<file path="src/rtl/ita_marquee14.sv">
`default_nettype none
// ---------------------------------------------------------------------------
// ita_marquee14 : multiplexed 14-segment marquee, writable text buffer + scroll
// Rev 1.0
// ---------------------------------------------------------------------------
module ita_marquee14 #(
   parameter int DIGITS        = 12,
   parameter int BUF_LEN       = 16,
   parameter int DWELL         = 4,
   parameter int SCROLL_FRAMES = 8
) (
   input  logic                       clk_i,
   input  logic                       rst_ni,
   input  logic                       enable_i,
   input  logic                       scroll_en_i,
   input  logic                       offset_clr_i,
   input  logic                       wr_en_i,
   input  logic [$clog2(BUF_LEN)-1:0] wr_addr_i,
   input  logic [5:0]                 wr_data_i,
   output logic [DIGITS-1:0]          sel_o,
   output logic [13:0]                segm_o,
   output logic                       frame_done_o
);

   localparam int AW  = $clog2(BUF_LEN);
   localparam int DGW = $clog2(DIGITS);
   localparam int DCW = (DWELL > 1) ? $clog2(DWELL) : 1;
   localparam int FCW = (SCROLL_FRAMES > 1) ? $clog2(SCROLL_FRAMES) : 1;

   localparam logic [DCW-1:0] DC_LAST  = DCW'(DWELL - 1);
   localparam logic [DGW-1:0] DIG_LAST = DGW'(DIGITS - 1);
   localparam logic [FCW-1:0] FC_LAST  = FCW'(SCROLL_FRAMES - 1);

   // Segment order, MSB first: a b c d e f g1 g2 h i j k l m
   function automatic logic [13:0] glyph(input logic [5:0] c);
      case (c)
         6'd0:  glyph = 14'b11111100001001;
         6'd1:  glyph = 14'b01100000000000;
         6'd2:  glyph = 14'b11011011000000;
         6'd3:  glyph = 14'b11110001000000;
         6'd4:  glyph = 14'b01100111000000;
         6'd5:  glyph = 14'b10110111000000;
         6'd6:  glyph = 14'b10111111000000;
         6'd7:  glyph = 14'b11100000000000;
         6'd8:  glyph = 14'b11111111000000;
         6'd9:  glyph = 14'b11110111000000;
         6'd10: glyph = 14'b11101111000000;
         6'd11: glyph = 14'b11110001010010;
         6'd12: glyph = 14'b10011100000000;
         6'd13: glyph = 14'b11110000010010;
         6'd14: glyph = 14'b10011110000000;
         6'd15: glyph = 14'b10001110000000;
         6'd16: glyph = 14'b10111101000000;
         6'd17: glyph = 14'b01101111000000;
         6'd18: glyph = 14'b10010000010010;
         6'd19: glyph = 14'b01111000000000;
         6'd20: glyph = 14'b00001110001100;
         6'd21: glyph = 14'b00011100000000;
         6'd22: glyph = 14'b01101100101000;
         6'd23: glyph = 14'b01101100100100;
         6'd24: glyph = 14'b11111100000000;
         6'd25: glyph = 14'b11001111000000;
         6'd26: glyph = 14'b11111100000100;
         6'd27: glyph = 14'b11001111000100;
         6'd28: glyph = 14'b10110111000000;
         6'd29: glyph = 14'b10000000010010;
         6'd30: glyph = 14'b01111100000000;
         6'd31: glyph = 14'b00001100001001;
         6'd32: glyph = 14'b01101100000101;
         6'd33: glyph = 14'b00000000101101;
         6'd34: glyph = 14'b00000000101010;
         6'd35: glyph = 14'b10010000001001;
         default: glyph = 14'b0;
      endcase
   endfunction

   logic [5:0]        mem_q [BUF_LEN];
   logic [DCW-1:0]    dc_q, dc_d;
   logic [DGW-1:0]    dig_q, dig_d;
   logic [FCW-1:0]    fc_q, fc_d;
   logic [AW-1:0]     off_q, off_d;
   logic [DIGITS-1:0] sel_q, sel_d;
   logic [13:0]       segm_q, segm_d;
   logic              fd_q, fd_d;
   logic              tick, last_dig;
   logic [AW-1:0]     rd_idx;

   always_comb begin
      tick     = enable_i && (dc_q == DC_LAST);
      last_dig = (dig_q == DIG_LAST);
      // Power-of-two depth: the modulo is just the natural AW-bit wrap.
      rd_idx   = off_q + AW'(dig_q);

      dc_d   = (!enable_i || tick) ? '0 : dc_q + 1'b1;
      dig_d  = dig_q;
      sel_d  = sel_q;
      segm_d = segm_q;
      if (!enable_i) begin
         dig_d  = '0;
         sel_d  = '0;
         segm_d = '0;
      end else if (tick) begin
         dig_d  = last_dig ? '0 : dig_q + 1'b1;
         sel_d  = DIGITS'(1) << dig_q;
         segm_d = glyph(mem_q[rd_idx]);
      end
      fd_d = tick && last_dig;

      fc_d  = fc_q;
      off_d = off_q;
      if (offset_clr_i) begin
         fc_d  = '0;
         off_d = '0;
      end else if (tick && last_dig && scroll_en_i) begin
         if (fc_q == FC_LAST) begin
            fc_d  = '0;
            off_d = off_q + 1'b1;
         end else begin
            fc_d = fc_q + 1'b1;
         end
      end
   end

   always_ff @(posedge clk_i or negedge rst_ni) begin
      if (!rst_ni) begin
         dc_q   <= '0;
         dig_q  <= '0;
         fc_q   <= '0;
         off_q  <= '0;
         sel_q  <= '0;
         segm_q <= '0;
         fd_q   <= 1'b0;
      end else begin
         dc_q   <= dc_d;
         dig_q  <= dig_d;
         fc_q   <= fc_d;
         off_q  <= off_d;
         sel_q  <= sel_d;
         segm_q <= segm_d;
         fd_q   <= fd_d;
      end
   end

   always_ff @(posedge clk_i or negedge rst_ni) begin
      if (!rst_ni) begin
         for (int i = 0; i < BUF_LEN; i++) mem_q[i] <= 6'd36;
      end else if (wr_en_i) begin
         mem_q[wr_addr_i] <= wr_data_i;
      end
   end

   assign sel_o        = sel_q;
   assign segm_o       = segm_q;
   assign frame_done_o = fd_q;

endmodule
`default_nettype wire

</file>
<file path="config.mk">
export PLATFORM = sky130hd
export DESIGN_NAME = ita_marquee14
export DESIGN_NICKNAME = d
export VERILOG_FILES = /design/src/rtl/ita_marquee14.sv
export SDC_FILE = /design/constraint.sdc
export NUM_CORES = 1
export LEC_CHECK = 0
export ABC_AREA = 1
export BUFFER_PORTS_ARGS = -buffer_cell sky130_fd_sc_hd__buf_2
export CAP_MARGIN = 40
export CORE_MARGIN = 2
export CORE_UTILIZATION = 55
export DETAILED_ROUTE_END_ITERATION = 8
export HOLD_SLACK_MARGIN = 0.06
export PLACE_DENSITY = 0.82
export SLEW_MARGIN = 25
export SYNTH_ARGS = -nofsm -noshare
export SYNTH_HDL_FRONTEND = slang
export SYNTH_SLANG_ARGS = --single-unit
</file>
<file path="constraint.sdc">
create_clock -name clk_i -period 2.65 [get_ports clk_i]
set_input_delay 0 -clock clk_i [delete_from_list [all_inputs] [get_ports clk_i]]
set_output_delay 0 -clock clk_i [all_outputs]
set_load 0.01 [all_outputs]
</file>
* After elaboration in Yosys (flattened, before gate mapping)
Memories as Yosys holds them, arrays and structs flattened.
Cells that the tools add are included.
W data, S select, Z words.
** Word-level totals
- Memories kept :: 1
- Word-level logic and storage cells :: 68
- Bits in read-only memories :: 896
- Bits in latches :: 0
- Output and inout bits :: 27
- Register bits :: 136
- RAM bits :: 0
** Memory list
- (no name shown) :: depth 64, width 14, read ports 1, clocked after memory_dff 0, write ports 0, RTL line 36 : case (c)
** Operators by class
- Div/mod/pow operators :: 0
- Muxes and demuxes :: 20
- Add/sub/neg operators :: 5
- Order comparisons :: 3
- Reductions and logical operators :: 9
- Eq/ne operators :: 4
- Shifts and indexed selects :: 1
- Bitwise operators :: 2
- $mul :: 0
** Operators with widths (count)
- $bwmux W96 :: 1
- $mux W14 :: 2
- $bmux W6 S4 :: 1
- $demux W6 S4 :: 1
- $mux W12 :: 2
- $mux W4 :: 6
- $mux W6 :: 3
- $shl A1 B4 Y12 const A :: 1
- $ge A5 B5 Y1 const B :: 2
- $not A4 Y5 :: 2
- $mux W3 :: 3
- $add A4 B1 Y4 const B :: 2
- $lt A5 B1 Y1 const B :: 1
- $add A4 B4 Y4 :: 1
- $eq A4 B4 Y1 const B :: 1
- $logic_and A1 B1 Y1 :: 4
- $reduce_bool A2 Y1 :: 2
- $add A3 B1 Y3 const B :: 1
- $eq A3 B3 Y1 const B :: 1
- $add A2 B1 Y2 const B :: 1
- $eq A2 B2 Y1 const B :: 1
- $mux W2 :: 1
- $ne A2 B1 Y1 const B :: 1
- $reduce_and A2 Y1 :: 1
- other kinds (2) :: 2

* Longest topological paths before layout
Gate-level depths: netlist of the first run.
An unclocked memory read counts as a cell.
- Depth after elaboration :: 8
- Gate-level depth with buffers :: 21
- Gate-level depth less buffers :: 19

* Least setup slack after synthesis of the first run
No wires, ideal clock.
- Path type :: flip-flop to flip-flop
- Start :: register dig_q[0]
- End :: register segm_q[12] (netlist: segm_o[12])
- Setup time :: 0.117 ns
- Buffers on the path :: 1
- Required time :: 2.533 ns
- Setup slack :: -0.151 ns
- Stages on the path, launching flop included :: 21
- Period minus slack after synthesis :: 2.801 ns
- Data arrival time :: 2.685 ns
- Cells stage by stage :: dfrtp_1 -> ha_1 -> fa_1 -> inv_2 -> buf_2 -> nand3_1 -> nand2_1 -> nand2_1 -> nand2_1 -> nand2_1 -> nand2_2 -> inv_1 -> ha_1 -> inv_1 -> nand3_1 -> a21oi_1 -> nand2_1 -> nand2_1 -> nand2_1 -> nand2_1 -> nand2_1
** On the way
- Word-level cells in the longest chain between the ends :: 8
** RTL lines
- from (decl) :: RTL line 79 : logic [DGW-1:0] dig_q, dig_d;
- from (signal assigned) :: RTL line 135 : dig_q <= dig_d;
- $add A4 B4 Y4 :: RTL line 92 : rd_idx = off_q + AW'(dig_q);
- $not A4 Y5 (implied by the code) :: RTL line 105 : segm_d = glyph(mem_q[rd_idx]);
- $bmux W6 S4 :: RTL line 105
- $mux W6 (implied by the code) (2 in series) :: RTL line 105
- $mem_v2 Z64 W14
- $mux W14 :: RTL line 102 : end else if (tick) begin
- $mux W14 :: RTL line 98 : if (!enable_i) begin
- to (signal assigned) :: RTL line 139 : segm_q <= segm_d;
- to (decl) :: RTL line 83 : logic [13:0] segm_q, segm_d;
No other way between the ends. The select of a mux whose other input is x is not followed.
A chain may end at the register's enable or synchronous reset.

* Worst setup path in the final report of the first run
- Start :: register off_q[0]
- End :: register segm_q[3] (netlist: segm_o[3])
** On the way
- Word-level cells in the longest chain between the ends :: 8
** RTL lines
- from (decl) :: RTL line 81 : logic [AW-1:0] off_q, off_d;
- from (signal assigned) :: RTL line 129 : off_q <= '0;
- from (signal assigned) :: RTL line 137 : off_q <= off_d;
- $add A4 B4 Y4 :: RTL line 92
- $not A4 Y5 (implied by the code) :: RTL line 105
- $bmux W6 S4 :: RTL line 105
- $mux W6 (implied by the code) (2 in series) :: RTL line 105
- $mem_v2 Z64 W14
- $mux W14 :: RTL line 102
- $mux W14 :: RTL line 98
No other way between the ends. The select of a mux whose other input is x is not followed.

==> flow_summary_export.csv, run 1 <==
group,metric,value,unit
routing,met3_length,1.82,mm
power_and_ir_drop,p_per_area,731,nW/um^2
routing,wl_met2,10.0,mm
yosys,synth_area,7300,sq um
final_layout,areaGrowthSynthToFinish,27.4,%
critical_path,cpLargestDelayFamily,"adder cells",
critical_path,critPathLaunchType,"register",
grt,grt_pass1_vias,6866,
timing,timing_hold_violations_final,0,
power_and_ir_drop,max-vdd-ir-drop,0.443,mV
critical_path,r2r_end,"segm_o[3]$_DFFE_PN0N_",
timing,whs,0.0655,ns
worst_hold_path,holdPathEnd,"mem_q[59]$_DFFE_PN1P_",
yosys,synthTopCellsByCount,"nand2_1 (377), o21ai_0 (118), dfrtp_1 (104), inv_1 (91), nand3_1 (79)",
routing,wl_met1,8.62,mm
grt,grt.overflow.total,0,
timing,min_period,2.83,ns
yosys,synth_area_leader_cell,"dfrtp_1",
yosys,syn-num-nets,1017,
critical_path,path_common_cell,"nand2_1",
critical_path,required,2.96,ns
die,die_x,119,um
placed_design,hpwlAfterDp,12.6,mm
die,io_pins,43,
yosys,synthTopCellsByArea,"dfrtp_1 (36%), nand2_1 (19%), dfstp_2 (12%)",
die,initial_utilization,0.558,
timing,max_freq,0.353,GHz
yosys,syn_inst,980,
timing,setup_viol,14,
grt,grt_pass1_wl,33.5,mm
grt,gr-usage-all-layers,0.299,
yosys,synth_cell_type_count,31,
cts,numClockSinks,136,
yosys,avgSynthCellArea,7.45,sq um
routing,wl_per_cell,16.9,um
critical_path,path_cells,"ha_2 -> fa_2 -> buf_12 -> inv_16 -> nand3_1 -> nand2_1 -> nand2_1 -> nand2_1 -> nand2_2 -> nand2_4 -> buf_12 -> ha_4 -> buf_4 -> nand2_4 -> nand2_2 -> nand2_1 -> nand2_1 -> nand2_1 -> nand2_1",
routing,viasPerCell,5.72,
timing,grt_setup_unrepaired,"yes",
routing,routed.top_layer,"met4",
worst_hold_path,hold_class,"in -> reg",
cts,cts_tree,"yes",
cts,clock_latency,0.43,ns
timing,skew,0.0152,ns
critical_path,path_buf_inv,4,
critical_path,crit_slowest_cell,"fa_2",
grt,grt_max_degree,75,
final_layout,fin_cells,1261,
cts,htree_levels,4,
routing,dr.pass1.iters,7,
timing,slew_headroom,0.548,
status,violations,"setup timing",
yosys,ys_ff_latch,136,
critical_path,cp_slowest_stage_delay,0.55,ns
yosys,synth_warnings,0,
timing,drv_slew,0,
final_layout,fin_nets,1109,
power_and_ir_drop,power,6.80,mW
flow_run,max-cap-violations,0,
die,core_area,13100,sq um
final_layout,drive_above_1_share,0.256,
cts,cts.path.max_buffers,2,
die,row_count,42,
yosys,synth_most_common_cell,"nand2_1",
routing,routed-via-count,7216,
routing,antenna_left,0,
yosys,synth_top_area_share,0.356,
cts,path_clk_slew,0.06,ns
critical_path,cp.depth,19,
yosys,synth_edf_count,0,
status,outcome,"complete, but fails checks",
critical_path,end_kind,"register",
placed_design,placedCellCount,1197,
critical_path,reg2reg_depth,19,
final_layout,diodes,0,
placed_design,io_buffers,42,
critical_path,critPathArrivalTime,3.14,ns
critical_path,rr_startpoint,"off_q[0]$_DFFE_PN0P_",
cts,cts_buffers,17,
power_and_ir_drop,p_leak,4.71,nW
grt,antenna_found_initial,0,
critical_path,cp_max_fo,16,
critical_path,path_class,"reg -> reg",
cts,cts-root-buf,"clkbuf_16",
yosys,ys_async_sr_fraction,1.00,
critical_path,rrSetupSlack,-0.18,ns
routing,postRouteWirelength,21.3,mm
timing,fin_crit_sh,1.07,
yosys,yosysSeqAreaShare,0.471,
worst_hold_path,hold_depth,5,
placed_design,gp_congestion,0.911,
die,die-area,14200,sq um
routing,drt_iter0_drc,905,
worst_hold_path,min_from,"wr_addr_i[0]",
timing,worst_pin_slew,0.678,ns
routing,drc,0,
yosys,ys.flop_type,"dfrtp_1",
timing,finalWorstSetupSlack,-0.184,ns
die,die_y,119,um
flip-flops by register name, indices dropped and copies added, names as in the netlist:
name / cells
sel_o: 12
frame_done_o: 1
mem_q: 96
off_q: 4
dc_q: 2
segm_o: 14
fc_q: 3
dig_q: 4
where the power goes:
| group | internal [mW] | total (mW) | switching [mW] |
|---|---|---|---|
| Clock | 1.40 | 2.29 | 0.893 |
| Sequential | 2.48 | 2.66 | 0.177 |
| Combinational | 0.722 | 1.85 | 1.13 |
| Total | 4.60 | 6.80 | 2.20 |
routing by layer:
| layer | track usage | up-vias |
|---|---|---|
| li1 | - | 3297 |
| met1 | 0.388 | 3407 |
| met2 | 0.483 | 422 |
| met3 | 0.0661 | 90 |
| met4 | 0.129 | 0 |
| met5 | 0 | - |
cell families (layout without fill, tap and decap cells):
kind of cell / count (synthesis) / after routing / share of synthesized area
simple gates: 529 / 530 / 0.296
compound gates: 148 / 148 / 0.105
buf+inv: 142 / 246 / 0.0848
flops: 136 / 136 / 0.471
fa+ha+maj: 21 / 21 / 0.0370
xor+xnor: 4 / 4 / 0.00583
what timing repair did:
action | CTS | global route
resized for setup | 66 | 65
hold buffers | 12 | 0
pin swaps | 38 | 22
hold endpoints to repair | 91 | 0
gates cloned | 3 | 0
setup endpoints to repair | 14 | 14
setup buffers | 12 | 6
cell type report:
| cell class | instances | area [sq um] |
|---|---|---|
| inverter | 95 | 388 |
| fill | 921 | 3780 |
| timing repair buffer | 119 | 987 |
| multi-input combinational | 703 | 3700 |
| clock inverter | 9 | 101 |
| tap | 176 | 220 |
| clock buffer | 23 | 458 |
| sequential | 136 | 3440 |
how the worst max path moves through the flow:
stage / start / endpoint / slack (ns)
after global routing: off_q[0]$_DFFE_PN0P_ / segm_o[12]$_DFFE_PN0N_ / -0.29
after CTS: off_q[0]$_DFFE_PN0P_ / segm_o[12]$_DFFE_PN0N_ / -0.07
after floorplan: dig_q[0]$_DFFE_PN0N_ / segm_o[7]$_DFFE_PN0N_ / 0.005
final: off_q[0]$_DFFE_PN0P_ / segm_o[3]$_DFFE_PN0N_ / -0.18
after global placement: dig_q[0]$_DFFE_PN0N_ / segm_o[12]$_DFFE_PN0N_ / -0.24
after detailed placement: dig_q[0]$_DFFE_PN0N_ / segm_o[12]$_DFFE_PN0N_ / -0.24
layout by cell type, fill, tap and decap left out, types with 3 or more instances in the layout:
cell	Yosys	layout
nand3_4	0	4
clkinv_2	0	5
dlygate4sd3_1	0	12
buf_12	0	9
a21oi_1	13	9
o21ai_0	118	118
nand3_2	3	24
ha_4	0	6
nor2_4	1	4
dfrtp_1	104	104
clkbuf_1	24	5
nor2_1	50	43
nor3_1	4	4
dfstp_2	32	32
nand2_2	8	38
inv_4	0	3
o21ai_1	9	8
nor2_2	1	5
clkbuf_16	0	17
buf_4	8	47
nand3_1	79	54
a32o_1	3	3
nand4_1	3	3
nand2_1	377	339
ha_1	20	12
inv_1	91	86
inv_2	4	4
buf_2	9	41
nand2_4	1	9
buf_6	6	9
a21oi_2	0	4
per-stage QoR:
stage | TNS, ns | instance area, sq um | setup WS, ns | util
floorplan | 0 | 7330 | 0.00458 | -
global placement | -1.78 | 7940 | -0.236 | 0.607
detailed placement | -1.91 | 7940 | -0.242 | 0.607
CTS | -0.417 | 9020 | -0.0691 | 0.689
global route | -3.06 | 9300 | -0.286 | 0.711
finish | -1.66 | 9300 | -0.184 | 0.711
worst reg2reg max path, delay by kind of cell, from the launching register on:
family                   cells  cell delay, ns
adder cells (fa/ha/maj)      3            0.92
buffers and inverters        4            0.50
flip-flops                   1            0.39
AND/OR/NAND/NOR             12            0.91
(Power assumes the default switching activity.)
==> run 2, diff against run 1 <==
PLACE_DENSITY = 0.76   (was 0.82)
SKIP_LAST_GASP = 1   (was not set)
clock period = 2.5 ns   (was 2.65 ns; I/O delays follow)
==> run 2 against run 1 <==
Compared with the run above:
- the run still ends with setup timing left
- clock power is 13% higher
- first-iteration DRC count is 14% lower
- fmax is 3.7% lower
- core utilization is 0.79 points lower
- die area stayed put
- worst setup slack worse by 0.26 ns
- critical path depth is 1 higher
- final cell count is 0.48% higher
- combinational power hardly changed
- sequential power is 6% higher
- clock-buffer cell count is 2 lower
- register-to-register slack worse by 0.26 ns
- critical endpoint is now segm_o[8]$_DFFE_PN0N_
- largest cell class unchanged
- largest power group unchanged
==> flow_summary_export.csv, run 2 (synthesized netlist as in run 1, its figures left out) <==
group,metric,value,unit
worst_hold_path,hold_class,"in -> reg",
timing,max_freq,0.340,GHz
power_and_ir_drop,power,7.25,mW
power_and_ir_drop,max-vdd-ir-drop,0.519,mV
critical_path,cp_slowest_stage_delay,0.45,ns
critical_path,crit_slowest_cell,"fa_2",
placed_design,placedCellCount,1200,
critical_path,crit_start,"dig_q[0]$_DFFE_PN0N_",
placed_design,io_buffers,42,
final_layout,fin_nets,1115,
die,initial_utilization,0.558,
flow_run,max-cap-violations,0,
final_layout,nFillCells,1028,
critical_path,required,2.81,ns
critical_path,path_buf_inv,4,
critical_path,cp.depth,20,
critical_path,end_kind,"register",
cts,htree_levels,4,
final_layout,largest_reg_flops,96,
power_and_ir_drop,p_leak,4.70,nW
die,die-area,14200,sq um
timing,timing_hold_violations_final,0,
critical_path,cpLargestDelayFamily,"simple AND/OR/NAND/NOR gates",
routing,drc,0,
cts,cts_buffers,17,
timing,setup_viol,14,
final_layout,fin_cells,1267,
critical_path,cp_max_fo,5,
cts,numClockSinks,136,
final_layout,register_area,3440,sq um
routing,drt_iter0_drc,782,
grt,gr-usage-all-layers,0.282,
timing,fin_crit_sh,1.18,
status,outcome,"complete, but fails checks",
grt,antenna_found_initial,0,
critical_path,rrSetupSlack,-0.44,ns
critical_path,path_class,"reg -> reg",
routing,routed-via-count,6998,
critical_path,critPathArrivalTime,3.26,ns
final_layout,drive_above_1_share,0.233,
timing,setup_tns,-4.48,ns
grt,grt.overflow.total,0,
timing,min_period,2.94,ns
critical_path,r2r_end,"segm_o[8]$_DFFE_PN0N_",
critical_path,reg2reg_depth,20,
timing,drv_slew,0,
routing,antenna_left,0,
placed_design,gp_congestion,0.958,
routing,postRouteWirelength,20.3,mm
die,die_x,119,um
die,io_pins,43,
final_layout,layout_commonest_cell,"nand2_1",
timing,grt_setup_unrepaired,"yes",
critical_path,path_cells,"ha_2 -> fa_2 -> buf_12 -> buf_8 -> nor2_1 -> nand2_1 -> nand2_1 -> nand2_2 -> nand2_2 -> nand2_2 -> nand2_4 -> buf_12 -> ha_4 -> inv_1 -> nor2_2 -> nand2_1 -> nand2_1 -> o21ai_1 -> nand2_1 -> nand2_1",
die,core_area,13100,sq um
critical_path,crit_path_end,"segm_o[8]$_DFFE_PN0N_",
die,row_count,42,
cts,cts-root-buf,"clkbuf_16",
critical_path,path_common_cell,"nand2_1",
status,violations,"setup timing",
cts,cts_tree,"yes",
cts,clock_latency,0.43,ns
routing,wl_per_cell,16.0,um
placed_design,hpwlAfterDp,12.7,mm
routing,dr.pass1.iters,5,
timing,skew,0.0126,ns
final_layout,final_cell_mix,"nand2_1 (354), o21ai_0 (116), dfrtp_1 (104)",
cts,path_clk_slew,0.06,ns
timing,finalWorstSetupSlack,-0.443,ns
final_layout,areaGrowthSynthToFinish,26.0,%
routing,viasPerCell,5.52,
critical_path,critPathLaunchType,"register",
timing,worst_pin_slew,0.724,ns
cts,cts.path.max_buffers,2,
critical_path,rr_startpoint,"dig_q[0]$_DFFE_PN0N_",
timing,slew_headroom,0.517,
grt,grt_pass1_wl,31.8,mm
grt,grt_pass1_vias,6576,
final_layout,diodes,0,
power_and_ir_drop,p_per_area,788,nW/um^2
die,die_y,119,um
final_layout,largest-register,"mem_q",
grt,grt_max_degree,77,
final_layout,multi_input_area,3560,sq um
==> run 2: changes by cell type in the layout (fill, tap and decap cells not counted), sizes merged <==
cell / previous run / this run
inv: 95 / 97
clkbuf: 23 / 21
clkinvlp: 1 / 2
clkinv: 6 / 5
bufinv: 2 / 3
dlygate4sd3: 12 / 11
buf: 107 / 114
nand2: 387 / 386
==> run 2: what timing repair did <==
action,in CTS,in global routing
hold endpoints to repair,93,0
setup buffers,5,17
resized for setup,6,71
hold buffers,11,0
gates cloned,0,2
pin swaps,1,14
endpoints found under the setup margin,14,14
==> run 2: per-stage QoR <==
step / instance area (sq um) / setup slack (ns) / util / hold WS [ns]
2_1_floorplan: 7360 / -0.0946 / - / -0.296
3_3_place_gp: 7960 / -0.219 / 0.608 / 0.0751
3_5_place_dp: 7960 / -0.263 / 0.608 / 0.0749
4_1_cts: 8730 / -0.235 / 0.667 / 0.0677
5_1_grt: 9200 / -0.532 / 0.703 / 0.120
6_report: 9200 / -0.443 / 0.703 / 0.0719
==> run 2: worst register-to-register path, delay by kind of cell (launching register included) <==
kind / cells / cell delay (ns)
simple gates: 12 / 1.12
fa+ha+maj: 3 / 0.81
buf+inv: 4 / 0.47
flops: 1 / 0.40
compound gates: 1 / 0.06
==> run 2: how the worst min path moves through the flow <==
| stage | startpoint | depth (start not counted) | end |
|---|---|---|---|
| final | wr_addr_i[0] | 5 | mem_q[59]$_DFFE_PN1P_ |
| after global routing | wr_addr_i[0] | 5 | mem_q[56]$_DFFE_PN1P_ |
| after CTS | wr_addr_i[0] | 5 | mem_q[56]$_DFFE_PN1P_ |
| after detailed placement | rst_ni | 1 | mem_q[94]$_DFFE_PN0P_ |
| after global placement | rst_ni | 1 | mem_q[87]$_DFFE_PN0P_ |
| after floorplan | rst_ni | 0 | dc_q[0]$_DFF_PN0_ |
==> run 2: layout make-up <==
| cell class | count | area share |
|---|---|---|
| sequential | 136 | 0.374 |
| clock inverter | 11 | 0.0159 |
| tap | 176 | 0.0239 |
| timing repair inverter | 1 | 0.000680 |
| timing repair buffer | 125 | 0.108 |
| clock buffer | 21 | 0.0501 |
| inverter | 95 | 0.0404 |
| multi-input combinational | 702 | 0.387 |
==> run 2: power breakdown <==
group	switching (mW)	internal (mW)	total, mW
Sequential	0.179	2.63	2.81
Combinational	1.11	0.746	1.86
Clock	0.959	1.62	2.58
==> run 2: per-layer routing <==
| metal | global-route usage | vias up | wire [um] |
|---|---|---|---|
| met2 | 0.452 | 327 | 9660 |
| met3 | 0.0441 | 80 | 1400 |
| met5 | 0 | - | 0 |
| met4 | 0.109 | 0 | 796 |
| li1 | - | 3292 | - |
| met1 | 0.387 | 3299 | 8460 |
